--- config.mk ---
export PLATFORM = sky130hd
export DESIGN_NAME = wb_track_pipe
export DESIGN_NICKNAME = d
export VERILOG_FILES = /design/src/rtl/wb_track_pipe_pkg.sv /design/src/rtl/wb_stage_reg.sv /design/src/rtl/wb_track_pipe.sv
export SDC_FILE = /design/constraint.sdc
export NUM_CORES = 1
export LEC_CHECK = 0
export CAP_MARGIN = 10
export CORE_MARGIN = 3
export CORE_UTILIZATION = 39
export DETAILED_ROUTE_END_ITERATION = 8
export PLACE_DENSITY = 0.87
export SLEW_MARGIN = 15
export SYNTH_ARGS = -nofsm -noshare
export SYNTH_HDL_FRONTEND = slang
export SYNTH_HIERARCHICAL = 1
export SYNTH_SLANG_ARGS = --single-unit
--- constraint.sdc ---
create_clock -name clk -period 1.89 [get_ports clk]
set_input_delay 0.378 -clock clk [delete_from_list [all_inputs] [get_ports clk]]
set_output_delay 0.378 -clock clk [all_outputs]
set_load 0.01 [all_outputs]
--- src/rtl/wb_track_pipe_pkg.sv ---
// Shared write-data source encodings and bubble field values for the write-back tracking pipe.
package wb_track_pipe_pkg;

  localparam logic [1:0] CregAluout = 2'd0;
  localparam logic [1:0] CregMemrd  = 2'd1;
  localparam logic [1:0] CregPc8    = 2'd2;
  localparam logic [1:0] CregLui    = 2'd3;

  // A bubble never writes and selects the ALU so its data path is inert.
  localparam logic       BubbleWe  = 1'b0;
  localparam logic [1:0] BubbleSel = CregAluout;

endpackage

--- src/rtl/wb_stage_reg.sv ---
// Pipeline stage register: synchronous active-low reset and bubble load share the same value.
module wb_stage_reg #(
  parameter int unsigned      Width     = 1,
  parameter logic [Width-1:0] BubbleVal = '0
) (
  input  logic             clk,
  input  logic             rst,
  input  logic             bubble,
  input  logic [Width-1:0] d,
  output logic [Width-1:0] q
);

  always_ff @(posedge clk) begin
    if (!rst) begin
      q <= BubbleVal;
    end else if (bubble) begin
      q <= BubbleVal;
    end else begin
      q <= d;
    end
  end

endmodule

--- src/rtl/wb_track_pipe.sv ---
// Tracks destination-register intent ID->EX->MEM->WB, resolves write data at the earliest
// stage and exposes per-stage forwarding tuples plus a saturating stall counter.
module wb_track_pipe
  import wb_track_pipe_pkg::*;
#(
  parameter int unsigned DW = 32,
  parameter int unsigned AW = 5
) (
  input  logic          clk,
  input  logic          rst,
  input  logic          id_we,
  input  logic [AW-1:0] id_wa,
  input  logic [1:0]    id_cregwd,
  input  logic [DW-1:0] id_link,
  input  logic [DW-1:0] id_imm,
  input  logic          pause,
  input  logic          flush,
  input  logic [DW-1:0] ex_alu_y,
  input  logic [DW-1:0] me_rdata,
  output logic          we_ex,
  output logic [AW-1:0] wa_ex,
  output logic [DW-1:0] wd_ex,
  output logic [1:0]    cregwd_ex,
  output logic          we_me,
  output logic [AW-1:0] wa_me,
  output logic [DW-1:0] wd_me,
  output logic          we_wb,
  output logic [AW-1:0] wa_wb,
  output logic [DW-1:0] wd_wb,
  output logic [31:0]   stall_cnt
);

  localparam int unsigned IdExW = 1 + AW + 2 + DW + DW;
  localparam int unsigned ExMeW = 1 + AW + 2 + DW;
  localparam int unsigned MeWbW = 1 + AW + DW;

  localparam logic [IdExW-1:0] IdExBubble = {BubbleWe, {AW{1'b0}}, BubbleSel, {(2*DW){1'b0}}};
  localparam logic [ExMeW-1:0] ExMeBubble = {BubbleWe, {AW{1'b0}}, BubbleSel, {DW{1'b0}}};
  localparam logic [MeWbW-1:0] MeWbBubble = {BubbleWe, {(AW+DW){1'b0}}};

  logic          ex_we;
  logic [AW-1:0] ex_wa;
  logic [1:0]    ex_sel;
  logic [DW-1:0] ex_link;
  logic [DW-1:0] ex_imm;
  logic          me_we;
  logic [AW-1:0] me_wa;
  logic [1:0]    me_sel;
  logic [DW-1:0] me_val;
  logic [31:0]   stall_cnt_q;

  // $0 is hardwired: qualify the enable once so no downstream stage ever forwards it.
  logic id_we_q;
  assign id_we_q = id_we && (id_wa != '0);

  wb_stage_reg #(
    .Width    (IdExW),
    .BubbleVal(IdExBubble)
  ) u_id_ex (
    .clk   (clk),
    .rst   (rst),
    .bubble(pause | flush),
    .d     ({id_we_q, id_wa, id_cregwd, id_link, id_imm}),
    .q     ({ex_we, ex_wa, ex_sel, ex_link, ex_imm})
  );

  always_comb begin
    wd_ex = '0;
    unique case (ex_sel)
      CregAluout: wd_ex = ex_alu_y;
      CregPc8:    wd_ex = ex_link;
      CregLui:    wd_ex = ex_imm;
      default:    wd_ex = '0;
    endcase
  end

  assign we_ex     = ex_we;
  assign wa_ex     = ex_wa;
  assign cregwd_ex = ex_sel;

  wb_stage_reg #(
    .Width    (ExMeW),
    .BubbleVal(ExMeBubble)
  ) u_ex_me (
    .clk   (clk),
    .rst   (rst),
    .bubble(1'b0),
    .d     ({ex_we, ex_wa, ex_sel, wd_ex}),
    .q     ({me_we, me_wa, me_sel, me_val})
  );

  assign wd_me = (me_sel == CregMemrd) ? me_rdata : me_val;
  assign we_me = me_we;
  assign wa_me = me_wa;

  wb_stage_reg #(
    .Width    (MeWbW),
    .BubbleVal(MeWbBubble)
  ) u_me_wb (
    .clk   (clk),
    .rst   (rst),
    .bubble(1'b0),
    .d     ({me_we, me_wa, wd_me}),
    .q     ({we_wb, wa_wb, wd_wb})
  );

  always_ff @(posedge clk) begin
    if (!rst) begin
      stall_cnt_q <= '0;
    end else if (pause && (stall_cnt_q != '1)) begin
      stall_cnt_q <= stall_cnt_q + 32'd1;
    end
  end

  assign stall_cnt = stall_cnt_q;

endmodule

==> results.yml, run 1 <==
routing:
  routed-via-count: 7260
  firstDrtPassIters: 6
  detail-route-antenna-nets: 0
  routed_wl_um: 31200
  drt-initial-drc-count: 477
  detail_route.wl_per_cell_um: 23.3
  drc: 0
  vias_per_cell: 5.41
yosys:
  yosysTopAreaCellShare: 0.498
  syn_inst: 671
  yosysUniqueCellTypes: 51
  yosys_warnings: 6
  synth_edf_count: 0
  synth_most_common_cell: "dfxtp_1"
  ys.flop_type: "dfxtp_1"
  netlist_top_cells_area: "dfxtp_1 50%, and3b_2 9.8%, and3b_1 9.3%"
  avgSynthCellArea_um2: 10.9
  ys_top_cells_by_count: "182 x dfxtp_1, 78 x and3b_1, 72 x and3b_2"
  seq_area_frac_synth: 0.498
  async_reset_ff_frac: 0
  synthesis.area_um2: 7320
  synth-seq-cells: 182
  synth_top_area_cell: "dfxtp_1"
power:
  p_int_uw: 6520
  p_seq_frac: 0.454
  p_leak_uw: 0.00635
  power.share.combinational: 0.136
  peakVddDrop_v: 0.000605
  p_sw_frac: 0.255
  power.share.clock: 0.410
  power.switching_uw: 2230
  power_density_nw_per_um2: 652
cts:
  cts_max_path_buffers: 2
  cts.sinks: 182
  cts_max_level: 4
  ctsHoldBuffers: 0
  worstSkewPairLatency_ps: 430
  clkTransAtPathRegs_ps: 80
  cts-root-buf: "clkbuf_16"
  cts_tree: "done"
  cts_inserted_buffers: 17
finish:
  nFillCells: 1094
  final_area_um2: 13400
  fin_util: 0.738
  area_growth_pct: 83.5
  finish.net_count: 1240
  drive_above_1_share: 0.486
timing:
  finalSetupViolations: 87
  setup_slack_ps: -271
  fmaxAchievable_mhz: 463
  slew_violations: 0
  fin_crit_ps: 2160
  hold_viol_final: 0
  whs_ps: 293
  rsz0062_at_grt: "yes"
  fin_crit_sh: 1.14
  fin_skew_ps: 10.0
worst_setup_path:
  worstSetupStartpointType: "register"
  cp_cell_sequence: "nand4_1, or4b_4, buf_6, nor3_4, buf_4, buf_6, or3_4, a21oi_2"
  criticalPathCategory: "reg2reg"
  cp-end-kind: "register"
  cp_slowest_cell: "or4b_4"
  rr_startpoint: "stall_cnt[25]"
  rr_worst_depth: 8
  worstReg2RegEnd: "stall_cnt[21]"
  cpPeakStageDelay_ps: 600
  cp_max_fo: 5
  regToRegSetupSlack_ps: -270
  crit_arrival_ps: 2490
  worst_path_most_repeated_cell: "buf_6"
  worstPathRequired_ps: 2220
run_status:
  violations: "setup timing"
  status: "finished, violations left"
floorplan:
  fp.coreArea_um2: 18200
  die_x_um: 143
  initial_core_util: 0.402
  die_y_um: 143
  num_rows: 49
  die_area_um2: 20400
  pin_count: 288
placement:
  detailedPlace.worstSlack_ps: -401
  gp_congestion: 0.868
  dp_hpwl_um: 18300
  io_buffers: 287
  place_area_um2: 11000
worst_hold_path:
  min_from: "rst"
  min_to: "u_me_wb/q[3]"
  hold_depth: 2
  holdCritPathClass: "in2reg"
global_routing:
  track_usage: 0.259
  overflow: 0
  grt_max_degree: 83
  antenna_found_initial: 3
  grt_pass1_vias: 7279
  grt_pass1_wl_um: 40400
run:
  maxCapViolCount: 0
## critical path, delay by kind of cell, from the launching register on
kind / cells / cell delay (ps)
AOI/OAI and AO/OA: 1 / 40
buffers and inverters: 3 / 480
DFF: 1 / 360
and+or+nand+nor: 4 / 1160
## power groups by stage
stage	logic [uW]	clock network [uW]	registers (uW)
after detailed placement	981	0	4040
after global placement	965	0	4040
after global routing	1250	3780	3980
after floorplan	348	0	4050
after CTS	1030	3600	3960
final	1190	3590	3970
## how the worst max path moves through the flow
| stage | from | end | slack, ps | depth (start not counted) |
|---|---|---|---|---|
| 3_5_place_dp | ex_alu_y[5] | wd_ex[5] | -400 | 4 |
| 5_1_grt | u_ex_me/q[32] | wd_me[5] | -310 | 6 |
| 6_report | stall_cnt[25] | stall_cnt[21] | -270 | 8 |
| 2_1_floorplan | stall_cnt[11] | stall_cnt[0] | -60 | 6 |
| 4_1_cts | u_ex_me/q[32] | wd_me[5] | -250 | 6 |
| 3_3_place_gp | ex_alu_y[5] | wd_ex[5] | -430 | 4 |
## metal layers
layer	GRT usage	up-vias	routed length (um)
met2	0.448	394	15900
met5	0	-	13
met3	0.0660	122	2070
met1	0.289	3485	11300
met4	0.150	2	1940
li1	-	3257	-
## timing repair
| action | in CTS | in global routing |
|---|---|---|
| gates resized for setup | 452 | 203 |
| setup buffers | 38 | 37 |
| endpoints found under the setup margin | 96 | 100 |
| endpoints found under the hold margin | 0 | 0 |
| pin swaps | 24 | 67 |
| cloned | 6 | 3 |
## placed cells by master, fill, tap and decap left out, types with 5 or more instances in the layout
master	synthesis	routed
buf_12	0	14
mux2i_4	0	8
a21oi_2	7	14
nand2_2	0	9
or4_4	1	6
dfxtp_2	0	23
and3b_1	78	78
and3b_2	72	72
o21ai_2	0	33
nand3_1	10	9
mux2i_1	34	16
inv_1	5	5
buf_6	6	81
clkdlybuf4s50_1	0	212
mux2_4	0	32
o21ai_4	0	5
nor2_1	8	8
buf_4	7	111
nand2_1	53	20
dlymetal6s2s_1	0	7
inv_8	0	5
mux2i_2	0	10
clkbuf_16	0	20
or3_4	0	7
nand2b_1	5	5
conb_1	1	6
buf_2	14	21
xor2_1	5	5
nand2_4	0	24
dfxtp_1	182	158
nand4_1	7	7
## cells by family after synthesis
logic type	synth area share
simple gates	0.283
mux	0.0957
flops	0.498
other cells	0.000512
xor+xnor	0.00598
buf+inv	0.0431
fa+ha+maj	0.00171
compound gates	0.0718
## cell type report
type	count	area [um2]	share of cell area
well taps	229	287	0.0213
multi-input cells	436	4320	0.321
clock inverters	15	161	0.0120
clock buffers	17	425	0.0317
inverters	5	18.8	0.00140
flip-flops and latches	182	3680	0.274
repair buffers	457	4540	0.338
diodes	2	5.00	0.000373
## state kept, by name, indices dropped and copies added, names as in the netlist
name / flops
u_ex_me/q: 40
stall_cnt: 32
u_me_wb/q: 38
u_id_ex/q: 72
## per-stage QoR
step	setup TNS, ps	instances	power, uW
after floorplan	-64.2	676	4390
after global placement	-9510	1236	5010
after detailed placement	-11880	1236	5030
after CTS	-7560	1311	8590
after global routing	-16040	1343	9010
final	-11260	1343	8750
Note: power is estimated with default switching activity, not from simulation.
==> run 2, diff against run 1 <==
--- a/config.mk
+++ b/config.mk
@@ -9,7 +9,8 @@
 export CORE_MARGIN = 3
 export CORE_UTILIZATION = 39
 export DETAILED_ROUTE_END_ITERATION = 8
-export PLACE_DENSITY = 0.87
+export PLACE_DENSITY_LB_ADDON = 0.2
+export REMOVE_ABC_BUFFERS = 1
 export SLEW_MARGIN = 15
 export SYNTH_ARGS = -nofsm -noshare
 export SYNTH_HDL_FRONTEND = slang
==> results.yml, run 2 (synthesized netlist as in run 1, its figures left out) <==
routing:
  detail-route-antenna-nets: 0
  routed-via-count: 6479
  vias_per_cell: 5.07
  wl_met2_um: 12700
  drt-initial-drc-count: 227
  wl_met1_um: 10400
  drc: 0
  firstDrtPassIters: 4
  met3_length_um: 1430
  detail_route.wl_per_cell_um: 19.6
  routed_wl_um: 25100
  maxUsedRoutingLayer: "met4"
timing:
  slew_violations: 0
  fin_crit_ps: 2020
  finalSetupViolations: 60
  rsz0062_at_grt: "yes"
  fin_skew_ps: 12.5
  fmaxAchievable_mhz: 496
  hold_viol_final: 0
  setup_slack_ps: -128
  fin_crit_sh: 1.07
floorplan:
  initial_core_util: 0.402
  die_area_um2: 20400
  die_x_um: 143
  pin_count: 288
  die_y_um: 143
  fp.coreArea_um2: 18200
  num_rows: 49
worst_setup_path:
  crit_arrival_ps: 1640
  worstPathRequired_ps: 1510
  worstSetupStartpointType: "register"
  cp_max_fo: 5
  criticalPathCategory: "reg2out"
  cp-end-kind: "output pin"
worst_hold_path:
  holdCritPathClass: "in2reg"
cts:
  cts.sinks: 182
  clkTransAtPathRegs_ps: 70
  worstSkewPairLatency_ps: 420
  cts-root-buf: "clkbuf_16"
  cts_max_level: 4
  cts_tree: "done"
  cts_inserted_buffers: 17
  cts_max_path_buffers: 2
  ctsHoldBuffers: 0
placement:
  io_buffers: 287
  gp_congestion: 0.792
  detailedPlace.worstSlack_ps: -453
  dp.cells: 1211
  dp_hpwl_um: 16100
  place_area_um2: 10900
finish:
  regMostFlops: "u_id_ex/q"
  multi_input_comb_area_um2: 4180
  fin_util: 0.702
  largest_reg_flops: 72
  seq_area_um2: 3670
  drive_above_1_share: 0.416
  area_growth_pct: 74.7
  finish.net_count: 1176
  reg_top3: "u_id_ex/q (72), u_ex_me/q (40), u_me_wb/q (38)"
  final_cell_mix: "217 x clkdlybuf4s50_1, 165 x dfxtp_1, 78 x and3b_1"
  final_area_um2: 12800
  nFillCells: 1331
  fin_cells: 1278
  final_common_cell: "clkdlybuf4s50_1"
power:
  power_density_nw_per_um2: 686
  power.share.clock: 0.422
  power.switching_uw: 2020
  p_int_uw: 6750
  p_sw_frac: 0.231
  p_seq_frac: 0.452
  peakVddDrop_v: 0.000608
  p_leak_uw: 0.00591
  power.share.combinational: 0.126
global_routing:
  overflow: 0
  antenna_found_initial: 1
  grt_pass1_wl_um: 35900
  grt_pass1_vias: 6355
  grt_max_degree: 91
  track_usage: 0.228
run_status:
  violations: "setup timing"
  status: "finished, violations left"
run:
  maxCapViolCount: 0
[run 2: area by class of cell]
type,count,share of cell area
diodes,1,0.000196
well taps,229,0.0224
clock buffers,19,0.0346
flip-flops and latches,182,0.287
multi-input cells,436,0.327
inverters,5,0.00147
repair buffers,393,0.314
clock inverters,13,0.0131
[run 2: path summary, 6_finish.rpt]
| path | slack (ps) | startpoint | depth (start not counted) | endpoint |
|---|---|---|---|---|
| worst max-delay path | -130 | u_ex_me/q[32] | 5 | wd_me[8] |
| worst min-delay path | 420 | rst | 2 | u_me_wb/q[4] |
| worst max register to register | -100 | stall_cnt[11] | 7 | stall_cnt[0] |
| worst min register to register | 480 | stall_cnt[16] | 2 | stall_cnt[16] |
[run 2: critical path, stage by stage, from the launching register on]
cell and delay (ps):
dfxtp_2 310, nor2b_4 180, buf_6 160, buf_12 140, mux2_4 310, buf_6 130
[run 2: power by group through the flow]
stage | registers [uW] | logic [uW] | clock network (uW)
after floorplan | 4050 | 276 | 0
after global placement | 4040 | 953 | 0
after detailed placement | 4040 | 962 | 0
after CTS | 3950 | 994 | 3760
after global routing | 3970 | 1170 | 3920
final | 3960 | 1110 | 3700
[run 2: per-stage QoR]
stage / hold WS, ps / TNS (ps) / power (uW)
after floorplan: 496 / -97300 / 4330
after global placement: 473 / -10220 / 4990
after detailed placement: 482 / -11470 / 5000
after CTS: 394 / -5710 / 8710
after global routing: 408 / -9470 / 9070
final: 423 / -4690 / 8770
[run 2: repair_timing]
action / 4_1_cts / 5_1_grt
buffers inserted: 8 / 17
pin swaps: 7 / 48
resized for setup: 431 / 144
cloned: 7 / 4
endpoints found under the setup margin: 96 / 93
[run 2: routing by layer]
metal | global-route usage | vias up
met5 | 0 | -
met4 | 0.0650 | 0
met3 | 0.0489 | 29
met2 | 0.400 | 205
met1 | 0.282 | 3108
li1 | - | 3137
==> run 3, diff against run 2 <==
--- a/config.mk
+++ b/config.mk
@@ -6,6 +6,7 @@
 export NUM_CORES = 1
 export LEC_CHECK = 0
 export CAP_MARGIN = 10
+export CORE_ASPECT_RATIO = 1.4
 export CORE_MARGIN = 3
 export CORE_UTILIZATION = 39
 export DETAILED_ROUTE_END_ITERATION = 8
==> results.yml, run 3 (synthesized netlist as in run 1, its figures left out) <==
run_status:
  status: "finished, violations left"
  violations: "setup timing"
floorplan:
  die_x_um: 122
  num_rows: 58
  die_y_um: 168
  pin_count: 288
  die_area_um2: 20500
  fp.coreArea_um2: 18200
  initial_core_util: 0.402
power:
  power_density_nw_per_um2: 693
  p_int_uw: 6280
  power.share.clock: 0.407
  power.switching_uw: 2080
  p_sw_frac: 0.248
  p_seq_frac: 0.472
  peakVddDrop_v: 0.000461
  p_leak_uw: 0.00543
  power.share.combinational: 0.120
global_routing:
  overflow: 0
  track_usage: 0.222
  grt_pass1_vias: 6362
  grt_max_degree: 56
  grt_pass1_wl_um: 35200
  antenna_found_initial: 1
worst_setup_path:
  cpPeakStageDelay_ps: 320
  worstPathRequired_ps: 1510
  cp-end-kind: "output pin"
  criticalPathCategory: "reg2out"
  crit_arrival_ps: 1740
  cp_slowest_cell: "mux2_4"
  cp_cell_sequence: "nor2b_4, buf_6, buf_6, clkbuf_16, mux2_4, buf_6"
  cp_max_fo: 6
  worstSetupStartpointType: "register"
  worst_path_most_repeated_cell: "buf_6"
cts:
  cts_tree: "done"
  worstSkewPairLatency_ps: 430
  cts.sinks: 182
  cts_max_level: 4
  cts-root-buf: "clkbuf_16"
  cts_max_path_buffers: 2
  cts_inserted_buffers: 17
  clkTransAtPathRegs_ps: 70
run:
  maxCapViolCount: 0
timing:
  fin_crit_ps: 2110
  setup_slack_ps: -224
  rsz0062_at_grt: "yes"
  hold_viol_final: 0
  fmaxAchievable_mhz: 473
  fin_skew_ps: 9.82
  slew_violations: 0
  fin_crit_sh: 1.12
  finalSetupViolations: 63
finish:
  final_cell_mix: "212 x clkdlybuf4s50_1, 170 x dfxtp_1, 94 x buf_4"
  area_growth_pct: 64.7
  fin_util: 0.662
  fin_cells: 1304
  finish.net_count: 1191
  reg_top3: "u_id_ex/q (72), u_ex_me/q (40), u_me_wb/q (38)"
  largest_reg_flops: 72
  drive_above_1_share: 0.363
  regMostFlops: "u_id_ex/q"
  final_common_cell: "clkdlybuf4s50_1"
  final_area_um2: 12100
worst_hold_path:
  holdCritPathClass: "in2reg"
placement:
  dp.cells: 1239
  gp_congestion: 0.811
  dp_hpwl_um: 16600
  io_buffers: 287
  place_area_um2: 11000
routing:
  routed-via-count: 6408
  drt-initial-drc-count: 253
  vias_per_cell: 4.91
  detail-route-antenna-nets: 0
  drc: 0
  firstDrtPassIters: 4
  detail_route.wl_per_cell_um: 18.2
  routed_wl_um: 23700
[run 3: cell count changes in the layout (fill, tap and decap cells not counted), moves of 18 or more]
cell | before | now
nand2_1 | 22 | 53
o21ai_1 | 2 | 33
buf_6 | 49 | 22
nand2_4 | 24 | 0
o21ai_2 | 28 | 7
buf_4 | 74 | 94
mux2_2 | 0 | 18
mux2_4 | 32 | 14
[run 3: path summary, 6_finish.rpt]
kind                      start            end  slack [ps]  cells after the start
hold / removal              rst   stall_cnt[2]         430                      4
hold reg to reg   stall_cnt[19]  stall_cnt[19]         490                      2
setup / recovery  u_ex_me/q[32]      wd_me[21]        -220                      6
setup reg to reg   stall_cnt[1]  stall_cnt[29]         -80                      8
[run 3: power groups by stage]
stage	Combinational (uW)	Clock, uW	Sequential (uW)
finish	1010	3410	3950
global route	1080	3650	3960
CTS	954	3490	3950
detailed placement	972	0	4040
global placement	964	0	4030
floorplan	276	0	4050
[run 3: cell type report]
cell class	instances	area [um2]
fillers	1464	6160
repair buffers	408	3830
multi-input cells	436	3680
flip-flops and latches	182	3660
clock buffers	17	425
well taps	240	300
clock inverters	15	134
inverters	5	18.8
diodes	1	2.50
[run 3: metal layers]
metal  vias to the layer above  track usage  part of all wire
met1                      3018        0.243              0.39
met5                         -            0                 0
li1                       3158            -                 -
met3                        29       0.0601             0.064
met2                       203        0.415              0.53
met4                         0       0.0639             0.019
[run 3: critical path: cells and delay by family, from the launching register on]
kind / cells / cell delay [ps]
buffers and inverters: 4 / 510
muxes: 1 / 320
DFF: 1 / 310
and+or+nand+nor: 1 / 170
[run 3: per-stage QoR]
| stage | setup TNS, ps | setup WS [ps] | total power [uW] | hold WS (ps) |
|---|---|---|---|---|
| finish | -5610 | -224 | 8360 | 427 |
| global route | -11640 | -297 | 8680 | 431 |
| floorplan | -97300 | -863 | 4330 | 496 |
| CTS | -9490 | -343 | 8390 | 416 |
| detailed placement | -10290 | -481 | 5010 | 478 |
| global placement | -9140 | -474 | 5000 | 474 |
[run 3: repair_timing]
action | 4_1_cts | 5_1_grt
pin swaps | 9 | 32
hold buffers | 0 | 0
buffers inserted | 10 | 21
endpoints found under the setup margin | 89 | 89
cloned | 4 | 3
resized for setup | 297 | 117
